[src/rtl/bcd_updown_counter_pkg.sv]
// Shared constants and helpers for the BCD up/down counter: 7-segment
// patterns (active-low {g,f,e,d,c,b,a}), the decade limit and decode helpers.
package bcd_pkg;

    localparam logic [3:0] BCD_MAX = 4'd9;

    localparam logic [6:0] SEG_0     = 7'b1000000;
    localparam logic [6:0] SEG_1     = 7'b1111001;
    localparam logic [6:0] SEG_2     = 7'b0100100;
    localparam logic [6:0] SEG_3     = 7'b0110000;
    localparam logic [6:0] SEG_4     = 7'b0011001;
    localparam logic [6:0] SEG_5     = 7'b0010010;
    localparam logic [6:0] SEG_6     = 7'b0000010;
    localparam logic [6:0] SEG_7     = 7'b1111000;
    localparam logic [6:0] SEG_8     = 7'b0000000;
    localparam logic [6:0] SEG_9     = 7'b0010000;
    localparam logic [6:0] SEG_BLANK = 7'b1111111;
    localparam logic [6:0] SEG_DASH  = 7'b0111111;

    // Decode one BCD digit; anything outside 0-9 shows a dash.
    function automatic logic [6:0] bcd_to_seg(input logic [3:0] d);
        logic [6:0] seg;
        case (d)
            4'd0:    seg = SEG_0;
            4'd1:    seg = SEG_1;
            4'd2:    seg = SEG_2;
            4'd3:    seg = SEG_3;
            4'd4:    seg = SEG_4;
            4'd5:    seg = SEG_5;
            4'd6:    seg = SEG_6;
            4'd7:    seg = SEG_7;
            4'd8:    seg = SEG_8;
            4'd9:    seg = SEG_9;
            default: seg = SEG_DASH;
        endcase
        return seg;
    endfunction

    // Saturate a nibble into the legal BCD range.
    function automatic logic [3:0] bcd_clamp(input logic [3:0] d);
        return (d > BCD_MAX) ? BCD_MAX : d;
    endfunction

endpackage

[src/rtl/bcd_updown_counter_digit.sv]
// One decade of the counter. Holds a single BCD digit, steps it up or down
// with wrap when 'step' is high, and reports whether it sits at the value
// that makes it pass a carry/borrow to the next decade.
module bcd_digit
    import bcd_pkg::*;
(
    input  logic       Clock,
    input  logic       Reset,
    input  logic       Load,
    input  logic [3:0] LoadDigit,
    input  logic       step,
    input  logic       Up,
    output logic [3:0] digit,
    output logic       term
);

    logic [3:0] r_digit;
    logic [3:0] w_next_step;

    // Next value when stepping: 9 wraps to 0 going up, 0 wraps to 9 going down.
    always_comb begin
        w_next_step = r_digit;
        if (Up) begin
            w_next_step = (r_digit >= BCD_MAX) ? 4'd0 : r_digit + 4'd1;
        end else begin
            w_next_step = (r_digit == 4'd0) ? BCD_MAX : r_digit - 4'd1;
        end
    end

    // Digit register: reset beats load beats step.
    always_ff @(posedge Clock) begin
        if (Reset) begin
            r_digit <= 4'd0;
        end else if (Load) begin
            r_digit <= bcd_clamp(LoadDigit);
        end else if (step) begin
            r_digit <= w_next_step;
        end
    end

    assign digit = r_digit;
    assign term  = Up ? (r_digit == BCD_MAX) : (r_digit == 4'd0);

endmodule

[src/rtl/bcd_updown_counter.sv]
// N-decade BCD up/down counter with synchronous load, enable, a one-cycle
// terminal-count pulse on wrap and active-low 7-segment outputs per digit.
module bcd_updown_counter
    import bcd_pkg::*;
#(
    parameter int DIGITS   = 4,
    parameter int BLANK_LZ = 0
) (
    input  logic                  Clock,
    input  logic                  Reset,
    input  logic                  En,
    input  logic                  Up,
    input  logic                  Load,
    input  logic [4*DIGITS-1:0]   LoadVal,
    output logic [4*DIGITS-1:0]   Count,
    output logic                  Tc,
    output logic [7*DIGITS-1:0]   HEX
);

    logic [DIGITS-1:0][3:0] w_digit;
    logic [DIGITS-1:0]      w_term;
    // w_carry[i] is the step for decade i; w_carry[DIGITS] means the whole
    // counter wraps on this edge.
    logic [DIGITS:0]        w_carry;
    logic                   r_tc;

    assign w_carry[0] = En;

    for (genvar g = 0; g < DIGITS; g++) begin : g_digit
        assign w_carry[g+1] = w_carry[g] & w_term[g];

        bcd_digit u_digit (
            .Clock     (Clock),
            .Reset     (Reset),
            .Load      (Load),
            .LoadDigit (LoadVal[4*g +: 4]),
            .step      (w_carry[g]),
            .Up        (Up),
            .digit     (w_digit[g]),
            .term      (w_term[g])
        );
    end

    assign Count = w_digit;

    // Terminal count: high only in the cycle Count shows the wrapped value.
    always_ff @(posedge Clock) begin
        if (Reset) begin
            r_tc <= 1'b0;
        end else if (Load) begin
            r_tc <= 1'b0;
        end else begin
            r_tc <= w_carry[DIGITS];
        end
    end

    assign Tc = r_tc;

    // w_hz[i]: digits i..DIGITS-1 are all zero (leading-zero run reaches i).
    logic [DIGITS:1] w_hz;
    assign w_hz[DIGITS] = 1'b1;

    for (genvar g = 0; g < DIGITS; g++) begin : g_hex
        if (g == 0) begin : g_lsd
            // Least significant digit is always shown.
            assign HEX[6:0] = bcd_to_seg(w_digit[0]);
        end else begin : g_upper
            assign w_hz[g] = w_hz[g+1] & (w_digit[g] == 4'd0);
            assign HEX[7*g +: 7] = ((BLANK_LZ != 0) && w_hz[g]) ? SEG_BLANK
                                                                : bcd_to_seg(w_digit[g]);
        end
    end

endmodule
[config.mk]
export PLATFORM = sky130hd
export DESIGN_NAME = bcd_updown_counter
export DESIGN_NICKNAME = d
export VERILOG_FILES = /design/src/rtl/bcd_updown_counter_pkg.sv /design/src/rtl/bcd_updown_counter_digit.sv /design/src/rtl/bcd_updown_counter.sv
export SDC_FILE = /design/constraint.sdc
export NUM_CORES = 1
export LEC_CHECK = 0
export BUFFER_PORTS_ARGS = -buffer_cell sky130_fd_sc_hd__buf_2
export CAP_MARGIN = 10
export CELL_PAD_IN_SITES_DETAIL_PLACEMENT = 2
export CELL_PAD_IN_SITES_GLOBAL_PLACEMENT = 2
export CORE_ASPECT_RATIO = 2
export CORE_UTILIZATION = 33
export CTS_BUF_LIST = sky130_fd_sc_hd__clkbuf_4 sky130_fd_sc_hd__clkbuf_8
export DETAILED_ROUTE_END_ITERATION = 10
export PLACE_DENSITY = 0.95
export SYNTH_ARGS = -nofsm -noshare
export SYNTH_HDL_FRONTEND = slang
export SYNTH_HIERARCHICAL = 1
export SYNTH_SLANG_ARGS = --single-unit
[constraint.sdc]
create_clock -name Clock -period 2.8 [get_ports Clock]
set_clock_uncertainty 0.05 [all_clocks]
set_input_delay 0.56 -clock Clock [delete_from_list [all_inputs] [get_ports Clock]]
set_output_delay 0.56 -clock Clock [all_outputs]
set_load 0.02 [all_outputs]
# == After elaboration in Yosys (flattened, before gate mapping) ==
# Memories as Yosys holds them, arrays and structs flattened. A register that Yosys moved wholly into a read port is not among the register bits.
# Cells that the tools add are included.
# Widths: inputs -> output; s select.
# word_totals
regBits,17
romBits,448
inputBits,21
output_inout_bits,45
elab_cells,78
mem_count,4
# mem_list
memory,depth,width,rd,rd_clocked_by_memory_dff,wr,line_no,text
(no name shown),16,7,1,1,0,bcd_updown_counter_pkg.sv:23,case (d)
(no name shown),16,7,1,1,0,bcd_updown_counter_pkg.sv:23,
(no name shown),16,7,1,1,0,bcd_updown_counter_pkg.sv:23,
(no name shown),16,7,1,1,0,bcd_updown_counter_pkg.sv:23,
# op_classes
n_addsub,8
magnitude_cmp,8
eq_ne,4
n_mux,36
n_bitwise,4
n_reduce_logical,9
# op_table
cell,count
$mux 4,32
$add 4x1->4 const B,4
$eq 4x4->1 const B,4
$ge 4x4->1 const B,4
$gt 4x4->1 const B,4
$logic_not 4->1,4
$sub 4x1->4 const B,4
$reduce_bool 2->1,4
$and 1x1->1,4
$mux 1,4
$reduce_or 2->1,1

# == Longest topological paths before layout ==
# logic_depth
word_depth,9
mapped_depth,9
ltp_nobuf,9

# == By module ==
# Netlist, hierarchy kept.
# modules_own_cells
module,instances,cells_per_inst,area_each_um2,seq_area_each_um2
bcd_digit,4,55,416.6,80.1
bcd_updown_counter,1,123,929.6,20.0

# == Least setup slack after synthesis ==
# Ideal clock, no wire load.
# synth_path
path_kind,flip-flop to output port
startpoint,"reg, netlist name g_digit[0].u_digit/digit[1]"
endpoint,out HEX[5]
t_arrival_ns,1.727
t_required_ns,2.190
slack_ns,0.463
path_stages_with_launch,5
n_path_buf,0
path_cell_list,dfxtp_1 > inv_1 > ha_1 > and2b_1 > o31ai_1
# synth_rtl
element,line_no,text
"end, declared",bcd_updown_counter.sv:17,output logic [7*DIGITS-1:0] HEX

==> insert_results.sql <==
INSERT INTO impl_metrics (metric_group, metric, value, unit) VALUES
('yosys', 'synth_warnings', '6', ''),
('sta', 'final_max_slew_viol_count', '0', ''),
('drt', 'drt.antenna.violating_nets', '0', ''),
('cts', 'postCtsHoldBufs', '0', ''),
('drt', 'drtIter0Drc', '73', ''),
('power', 'pwr-share-seq', '28.7', '%'),
('yosys', 'syn-instance-count', '343', ''),
('floorplanning', 'chipHeight', '127', 'microns'),
('sta', 'final.setup.tns', '0', 'ps'),
('final_layout', 'post-route-cell-area', '3040', 'sq um'),
('global_routing', 'grt.total_usage', '22.5', '%'),
('yosys', 'synth_edf_count', '0', ''),
('yosys', 'yosys_most_used_dff', 'dfxtp_1', ''),
('drt', 'routed_wire_length_per_instance', '18.0', 'microns'),
('placement', 'place.port_buffers', '65', ''),
('power', 'power_frac_comb', '52.5', '%'),
('sta', 'max_slew.worst_pin.slew', '774', 'ps'),
('global_routing', 'grt_first_pass_wirelength', '14.8', 'mm'),
('setup_path', 'critical_path_peak_fanout', '13', ''),
('floorplanning', 'floorplan.io_pins', '66', ''),
('power', 'internal-power', '592', 'uW'),
('yosys', 'synth-seq-cells', '17', ''),
('final_layout', 'drive_above_1_share', '22.1', '%'),
('power', 'power_density_of_the_placed_cells', '362', 'nW/um^2'),
('floorplanning', 'floorplan_core_area', '7600', 'sq um'),
('final_layout', 'num_antenna_cells', '0', ''),
('setup_path', 'worst_setup_path_end_kind', 'output pin', ''),
('yosys', 'avgSynthCellArea', '7.57', 'sq um'),
('global_routing', 'grt_pass1_vias', '3041', ''),
('cts', 'clock_path_buffers', '2', ''),
('placement', 'gpl.final_weighted_congestion', '0.785', ''),
('cts', 'cts_inserted_buffers', '3', ''),
('drt', 'detail_route.drc_violations', '0', ''),
('sta', 'finalHoldViolCount', '0', ''),
('drt', 'routed-via-count', '2873', ''),
('floorplanning', 'row_count', '45', ''),
('cts', 'tritoncts_num_sinks', '17', ''),
('setup_path', 'critical_path.startpoint_type', 'register', ''),
('global_routing', 'antenna_found_initial', '0', ''),
('global_routing', 'grt_max_degree', '46', ''),
('job', 'max_cap_viol_count', '0', ''),
('sta', 'post_layout_worst_setup_margin', '291', 'ps'),
('power', 'relative_contribution_of_the_clock_network_to_total_power', '18.8', '%'),
('final_layout', 'mostFrequentLayoutCell', 'buf_2', ''),
('sta', 'final_period_minus_worst_setup_slack', '2510', 'ps'),
('power', 'p_leak', '0.00143', 'uW'),
('power', 'sw_frac_of_total', '46.1', '%'),
('hold_path', 'hold_path_class', 'input pin to register', ''),
('final_layout', 'area_growth', '17.0', '%'),
('final_layout', 'fillCellCount', '946', ''),
('setup_path', 'required_time_of_the_critical_path', '2190', 'ps'),
('drt', 'finalWirelength', '9.04', 'mm'),
('cts', 'cts.repair.resized', '0', ''),
('cts', 'clock_tree_from_tritoncts', 'built', ''),
('cts', 'worst_setup_hold_path_clk_slew', '80', 'ps'),
('yosys', 'synth_cell_types', '44', ''),
('setup_path', 'wp_data_arrival', '1900', 'ps'),
('drt', 'detail_route.vias_per_cell', '5.73', ''),
('global_routing', 'globalRoute.totalOverflow', '0', ''),
('yosys', 'nets_in_the_synthesized_netlist', '400', ''),
('sta', 'max-slew-margin-rel', '48.4', '%'),
('status', 'status', 'finished, final reports clean', ''),
('sta', 'unrepaired_setup_endpoints_after_global_routing', 'no', ''),
('drt', 'drtPass1Iterations', '4', ''),
('yosys', 'synth_area', '2600', 'sq um'),
('cts', 'cts_root_buf', 'clkbuf_8', ''),
('cts', 'cts_htree_levels', '1', ''),
('sta', 'max_freq', '0.399', 'GHz'),
('floorplanning', 'start_util', '34.2', '%'),
('placement', 'hpwl', '6.78', 'mm'),
('sta', 'endpoints_failing_setup', '0', ''),
('placement', 'preCtsSetupSlack', '403', 'ps'),
('power', 'vdd.ir_drop.worst', '0.150', 'mV'),
('cts', 'post_cts_buffers', '0', ''),
('setup_path', 'worst-setup-path-type', 'register to output pin', ''),
('floorplanning', 'die_area', '8250', 'sq um'),
('cts', 'clock_latency_of_the_later_clocked_register_in_the_worst_skew_pair', '260', 'ps'),
('final_layout', 'finalCoreUtilization', '40.0', '%'),
('final_layout', 'design.final.nets', '465', ''),
('yosys', 'synth.yosys.seq_area_share', '13.1', '%'),
('floorplanning', 'die_width', '64.7', 'microns'),
('yosys', 'postSynth.asyncResetShare', '0', '%'),
('placement', 'dpl_cell_area', '2990', 'sq um'),
('power', 'p_switching', '507', 'uW'),
('sta', 'timing.final.crit_share', '89.6', '%'),
('final_layout', 'top_library_cells_by_usage_in_the_layout_fill_and_taps_aside', 'buf_2, inv_1, a21oi_1', '');
layout make-up:
| cell class | instances | area (sq um) | share of cell area (%) |
|---|---|---|---|
| Clock buffer | 4 | 48.8 | 1.61 |
| Multi-Input combinational cell | 265 | 1970 | 64.7 |
| Tap cell | 94 | 118 | 3.87 |
| Sequential cell | 17 | 340 | 11.2 |
| Inverter | 48 | 180 | 5.93 |
| Timing Repair Buffer | 73 | 385 | 12.7 |
state kept, by name, indices dropped and copies added, names as in the netlist:
signal,cells
Tc,1
g_digit.u_digit/digit,16
stage by stage:
stage | hold slack (ps) | power, uW | cells
floorplan | 582 | 702 | 343
global placement | 573 | 862 | 497
global route | 572 | 1180 | 501
CTS | 570 | 1110 | 501
detailed placement | 615 | 898 | 497
finish | 574 | 1100 | 501
critical path, cell delays in order, from the launching register on:
cell	delay, ps
dfxtp_1	640
inv_1	160
ha_1	250
nand2b_1	150
a32oi_1	240
buf_2	200
kinds of logic (layout without fill, tap and decap cells):
| group | count (synthesis) | in the layout | synth area share, % |
|---|---|---|---|
| xor gates and xnor gates | 8 | 8 | 2.70 |
| AOI/OAI and AO/OA | 128 | 128 | 32.1 |
| and+or+nand+nor | 89 | 89 | 22.0 |
| DFF | 17 | 17 | 13.1 |
| buffers and inverters | 61 | 125 | 11.2 |
| adders and majority gates | 36 | 36 | 17.3 |
| muxes | 4 | 4 | 1.54 |
layer usage:
metal	vias to the layer above	track usage, %	wire length [microns]
li1	1375	-	-
met1	1402	23.3	3570
met2	74	43.2	4990
met3	22	2.50	208
met4	0	10.1	274
met5	-	0	0
synthesized netlist by cell type (6+ instances only):
| library cell | n | area, sq um |
|---|---|---|
| inv_1 | 44 | 165 |
| a21oi_1 | 38 | 190 |
| ha_1 | 36 | 450 |
| nand3_1 | 24 | 120 |
| o21ai_0 | 24 | 120 |
| nor2b_1 | 18 | 113 |
| dfxtp_1 | 17 | 340 |
| a311oi_1 | 12 | 105 |
| o211ai_1 | 12 | 90.1 |
| o31ai_1 | 12 | 90.1 |
| nor2_1 | 9 | 33.8 |
| a22oi_1 | 8 | 60.1 |
| buf_6 | 8 | 90.1 |
| a211oi_1 | 6 | 45.0 |
| nand2b_1 | 6 | 37.5 |
final timing paths:
check / start / cells past startpoint / slack (ps) / end
setup reg to reg: g_digit[2].u_digit/digit[1] / 8 / 510 / g_digit[3].u_digit/digit[1]
hold reg to reg: g_digit[1].u_digit/digit[0] / 2 / 620 / g_digit[1].u_digit/digit[0]
hold / removal: LoadVal[11] / 3 / 570 / g_digit[2].u_digit/digit[0]
setup / recovery: g_digit[2].u_digit/digit[0] / 5 / 290 / HEX[18]
power by group through the flow:
stage	clock (uW)	combinational, uW	sequential (uW)
floorplan	0	375	328
global placement	0	544	318
detailed placement	0	577	321
CTS	213	583	317
global route	224	630	322
finish	207	577	315
(Power assumes the default switching activity.)
